`src/rtl/div_unit.sv`:
```
// Multi-cycle radix-2 restoring divider for DIV/DIVU.
// Result is {remainder, quotient}; the writeback path splits it into HI/LO.
module div_unit #(
  parameter int DATA_W = 32
) (
  input  logic                  clk,
  input  logic                  rst,
  input  logic                  signed_div_i,
  input  logic [DATA_W-1:0]     opdata1_i,
  input  logic [DATA_W-1:0]     opdata2_i,
  input  logic                  start_i,
  input  logic                  annul_i,
  output logic [2*DATA_W-1:0]   result_o,
  output logic                  ready_o
);

  localparam int CNT_W = $clog2(DATA_W) + 1;

  localparam logic [1:0] IDLE   = 2'b00;
  localparam logic [1:0] BYZERO = 2'b01;
  localparam logic [1:0] ON     = 2'b10;
  localparam logic [1:0] END    = 2'b11;

  logic [1:0]        state;
  logic [CNT_W-1:0]  cnt;
  logic [DATA_W-1:0] rem;
  logic [DATA_W-1:0] quo;
  logic [DATA_W-1:0] divisor;
  logic              dividend_neg;
  logic              divisor_neg;
  logic              is_signed;

  logic [DATA_W-1:0] abs_dividend;
  logic [DATA_W-1:0] abs_divisor;
  logic [DATA_W:0]   partial;
  logic [DATA_W+1:0] diff;
  logic              trial_ok;
  logic              quo_negate;
  logic              rem_negate;
  logic [DATA_W-1:0] quo_fixed;
  logic [DATA_W-1:0] rem_fixed;

  // Magnitudes only; the sign is reapplied once the unsigned division is done.
  assign abs_dividend = (signed_div_i && opdata1_i[DATA_W-1]) ? -opdata1_i : opdata1_i;
  assign abs_divisor  = (signed_div_i && opdata2_i[DATA_W-1]) ? -opdata2_i : opdata2_i;

  // The shifted partial remainder can need one bit more than DATA_W, and the
  // subtraction one more again so that its sign bit is unambiguous.
  assign partial  = {rem, quo[DATA_W-1]};
  assign diff     = {1'b0, partial} - {2'b00, divisor};
  assign trial_ok = ~diff[DATA_W+1];

  assign quo_negate = is_signed && (dividend_neg ^ divisor_neg);
  assign rem_negate = is_signed && dividend_neg;
  assign quo_fixed  = quo_negate ? -quo : quo;
  assign rem_fixed  = rem_negate ? -rem : rem;

  always_ff @(posedge clk) begin
    if (rst) begin
      state        <= IDLE;
      cnt          <= '0;
      rem          <= '0;
      quo          <= '0;
      divisor      <= '0;
      dividend_neg <= 1'b0;
      divisor_neg  <= 1'b0;
      is_signed    <= 1'b0;
      result_o     <= '0;
      ready_o      <= 1'b0;
    end else begin
      case (state)
        IDLE: begin
          ready_o  <= 1'b0;
          result_o <= '0;
          if (start_i && !annul_i) begin
            if (opdata2_i == '0) begin
              state <= BYZERO;
            end else begin
              state        <= ON;
              quo          <= abs_dividend;
              rem          <= '0;
              divisor      <= abs_divisor;
              dividend_neg <= opdata1_i[DATA_W-1];
              divisor_neg  <= opdata2_i[DATA_W-1];
              is_signed    <= signed_div_i;
              cnt          <= '0;
            end
          end
        end

        // Divide-by-zero is defined to produce an all-zero result.
        BYZERO: begin
          if (annul_i) begin
            state <= IDLE;
          end else begin
            state     <= END;
            rem       <= '0;
            quo       <= '0;
            is_signed <= 1'b0;
          end
        end

        // The dividend is shifted out of quo while quotient bits shift in.
        ON: begin
          if (annul_i) begin
            state <= IDLE;
          end else begin
            rem <= trial_ok ? diff[DATA_W-1:0] : partial[DATA_W-1:0];
            quo <= {quo[DATA_W-2:0], trial_ok};
            cnt <= cnt + CNT_W'(1);
            if (cnt == CNT_W'(DATA_W - 1)) begin
              state <= END;
            end
          end
        end

        END: begin
          if (start_i) begin
            ready_o  <= 1'b1;
            result_o <= {rem_fixed, quo_fixed};
          end else begin
            state    <= IDLE;
            ready_o  <= 1'b0;
            result_o <= '0;
          end
        end

        default: state <= IDLE;
      endcase
    end
  end

endmodule

```
`config.mk`:
```
export PLATFORM = sky130hd
export DESIGN_NAME = div_unit
export DESIGN_NICKNAME = d
export VERILOG_FILES = /design/src/rtl/div_unit.sv
export SDC_FILE = /design/constraint.sdc
export NUM_CORES = 1
export LEC_CHECK = 0
export CORE_AREA = 4 4 196 151
export CTS_BUF_LIST = sky130_fd_sc_hd__clkbuf_4
export DETAILED_ROUTE_END_ITERATION = 10
export DIE_AREA = 0 0 200 155
export GPL_TIMING_DRIVEN = 0
export PLACE_DENSITY = 0.67
export SYNTH_ARGS = -nofsm -noshare
export SYNTH_HDL_FRONTEND = slang
export SYNTH_SLANG_ARGS = --single-unit
export TNS_END_PERCENT = 5
```
`constraint.sdc`:
```
create_clock -name clk -period 4.9 [get_ports clk]
set_input_delay 0.735 -clock clk [delete_from_list [all_inputs] [get_ports clk]]
set_output_delay 0.735 -clock clk [all_outputs]
set_load 0.05 [all_outputs]
```
==> reports/results.tsv <==
stage	metric	value	unit
timing	setup_tns	0	ns
cts	cts_resized	0	
yosys	yosys-top-cells-area	dfxtp_1, xnor2_1, nor2_1	
cts	clock-root-buffer	clkbuf_4	
critical_path	crit_fanout	10	
yosys	synth_seq_cells	172	
layout	multi_input_area	0.00694	sq mm
critical_path	cp_cell_sequence	clkdlybuf4s50_1, inv_1, ha_1, nor2b_1, and4_1, clkbuf_1, nand4_1, nand2_1, a221oi_1, clkbuf_1, buf_1, nand2_1, a21oi_1	
die	die_h	155	um
power_and_ir_drop	leakage	5.01	nW
power_and_ir_drop	total_power	5.32	mW
yosys	synth_edf_count	0	
die	die_area	0.0310	sq mm
critical_path	worstReg2RegEnd	rem[31]	
drt	num_vias	10819	
yosys	yosysTopAreaCell	dfxtp_1	
power_and_ir_drop	switching_share	0.463	
layout	area_growth	18.7	%
drt	wl	35.6	mm
placed_design	post-dp-hpwl	28.6	mm
cts	clk_pin_slew	0.13	ns
power_and_ir_drop	p_clk_frac	0.164	
drt	route.detailed.drc	0	
critical_path	crit_slowest_cell	a221oi_1	
timing	finalCriticalPeriod	3.70	ns
critical_path	reg2regPathDepth	11	
critical_path	r2r_start	rem[12]	
die	rows	53	
critical_path	endpoint_kind	register	
yosys	seq_area_frac_synth	0.315	
drt	routed_via_density	5.69	
yosys	ys_types	67	
yosys	synth_top_area_share	0.315	
yosys	yosysMostFrequentCell	dfxtp_1	
die	pin_count	134	
grt	grt_pass1_vias	9754	
cts	cts_setup_buffers	0	
layout	layout.nets	1641	
critical_path	rrSetupSlack	1.23	ns
power_and_ir_drop	combPwrFrac	0.483	
grt	gr-total-overflow	0	
yosys	synth_common_cells	dfxtp_1, nor2_1, a21oi_1, nand2_1, o21ai_0	
power_and_ir_drop	power.internal	2.86	mW
cts	cts_htree_levels	4	
timing	slew_headroom	0.284	
drt	drt-initial-drc-count	1076	
drt	ant_nets	0	
run_status	status	finished, final reports clean	
cts	cts_sinks	172	
timing	finalSetupViolations	0	
min_path	min_path_type	register to register	
yosys	synth_flop_cell	dfxtp_1	
grt	grt_first_pass_wirelength	55.6	mm
placed_design	placed_cells	1868	
die	fp.dieW	200	um
power_and_ir_drop	seqPwrFrac	0.353	
grt	grt_start_max_net_pins	17	
yosys	netlist_instances	1380	
drt	wl_per_cell	18.7	um
critical_path	cp.arrival	4.18	ns
critical_path	path_depth	13	
power_and_ir_drop	p_sw	2.46	mW
yosys	ys_warn_count	0	
placed_design	io_buffers	131	
layout	final_util	0.469	
power_and_ir_drop	vdd_drop_max	0.000201	V
yosys	netlist_area	0.0109	sq mm
critical_path	crit_path_start_kind	primary input	
timing	hold_violations	0	
power_and_ir_drop	power_density	410	mW/mm^2
cts	worst_skew_pair.late_latency	0.59	ns
layout	seqCellArea	0.00344	sq mm
grt	antenna_found_initial	2	
critical_path	critPathTopFamily	buffers and inverters	
critical_path	cp.buffers_inverters	5	
yosys	syn_nets	1491	
drt	dr.pass1.iters	5	
timing	fin_skew	0.0455	ns
timing	slew_viol_final	0	
cts	ctsLongestPathBuffers	2	
grt	track_usage	0.224	
min_path	holdPathStages	2	
die	core_area	0.0277	sq mm
yosys	syn_area_per_cell	7.92	sq um
timing	worst_slew_pin_slew	1.07	ns
cts	cts_tree	yes	
layout	stdcell_count	1900	
critical_path	criticalPathCategory	primary input to register	
layout	nFillCells	2764	
cts	numCtsBuffers	17	
timing	rsz0062_at_grt	no	
placed_design	gp_congestion	0.941	
critical_path	crit_path_end	quo[6]	
timing	fmax	270	MHz
yosys	synthArstFlopShare	0	
critical_path	cpPeakStageDelay	0.56	ns
timing	fin_crit_sh	0.754	
die	start_util	0.395	
layout	drive_gt1_frac	0.0422	
job	drv_cap	0	
critical_path	cp-startpoint	opdata2_i[0]	
cts	cts_hold_buffers	0	
critical_path	required	5.38	ns
worst min-delay path by stage:
stage,startpoint,end
CTS,result_o[62],result_o[62]
global placement,result_o[62],result_o[62]
floorplan,divisor[31],divisor[31]
finish,divisor[31],divisor[31]
detailed placement,result_o[62],result_o[62]
global route,result_o[30],result_o[30]
tightest hold or removal path, stage by stage (launching register included):
cell	delay [ns]
dfxtp_1	0.33
o21ai_0	0.07
a21oi_1	0.06
power groups by stage:
| stage | Sequential, mW | Combinational (mW) | Clock [mW] |
|---|---|---|---|
| finish | 1.88 | 2.57 | 0.873 |
| global route | 1.90 | 2.84 | 0.943 |
| CTS | 1.86 | 2.53 | 0.889 |
| detailed placement | 1.89 | 2.52 | 0 |
| global placement | 1.88 | 2.49 | 0 |
| floorplan | 1.80 | 1.85 | 0 |
final cells by class:
cell class                      count  area share
Antenna cell                        1    0.000193
Buffer                             83      0.0261
Clock buffer                       18      0.0104
Clock inverter                     13      0.0119
Inverter                           57      0.0165
Multi-Input combinational cell   1068       0.534
Sequential cell                   172       0.265
Tap cell                          357      0.0344
Timing Repair Buffer              131       0.101
layer usage:
| metal | GRT usage | vias up | share of wire |
|---|---|---|---|
| met4 | 0.0391 | 2 | 0.0076 |
| met1 | 0.369 | 5033 | 0.52 |
| li1 | - | 5325 | - |
| met2 | 0.304 | 442 | 0.39 |
| met5 | 0 | - | 0.00037 |
| met3 | 0.0349 | 17 | 0.085 |
cells by family after synthesis:
group	count (synthesis)	synth area share
buf+inv	140	0.0506
compound gates	427	0.262
simple gates	433	0.189
xor+xnor	146	0.117
mux	20	0.0185
flops	172	0.315
fa+ha+maj	42	0.0488
placed cells by master (no fill, tap or decap), types with 35 or more instances in the layout:
cell type and instances:
ha_1 41, o21ai_0 86, dfxtp_1 172, clkbuf_1 65, inv_1 56, a21oi_1 101
a211oi_1 35, nor2_1 167, a22oi_1 43, xnor2_1 80, clkdlybuf4s50_1 131, nand2_1 96
xor2_1 66
per-stage QoR:
step           instance area [sq um]  worst slack, ns  hold slack [ns]
3_5_place_dp                   12700            0.734            0.466
3_3_place_gp                   12700            0.758            0.466
5_1_grt                        13000            0.998            0.509
6_report                       13000             1.20            0.501
4_1_cts                        13000             1.27            0.499
2_1_floorplan                  10900             2.07            0.454
registers in the layout (all words and copies together) (netlist names):
name / cells
divisor: 32
dividend_neg: 1
state: 2
divisor_neg: 1
is_signed: 1
quo: 32
result_o: 64
rem: 32
ready_o: 1
cnt: 6
Note: power is estimated with default switching activity, not from simulation.
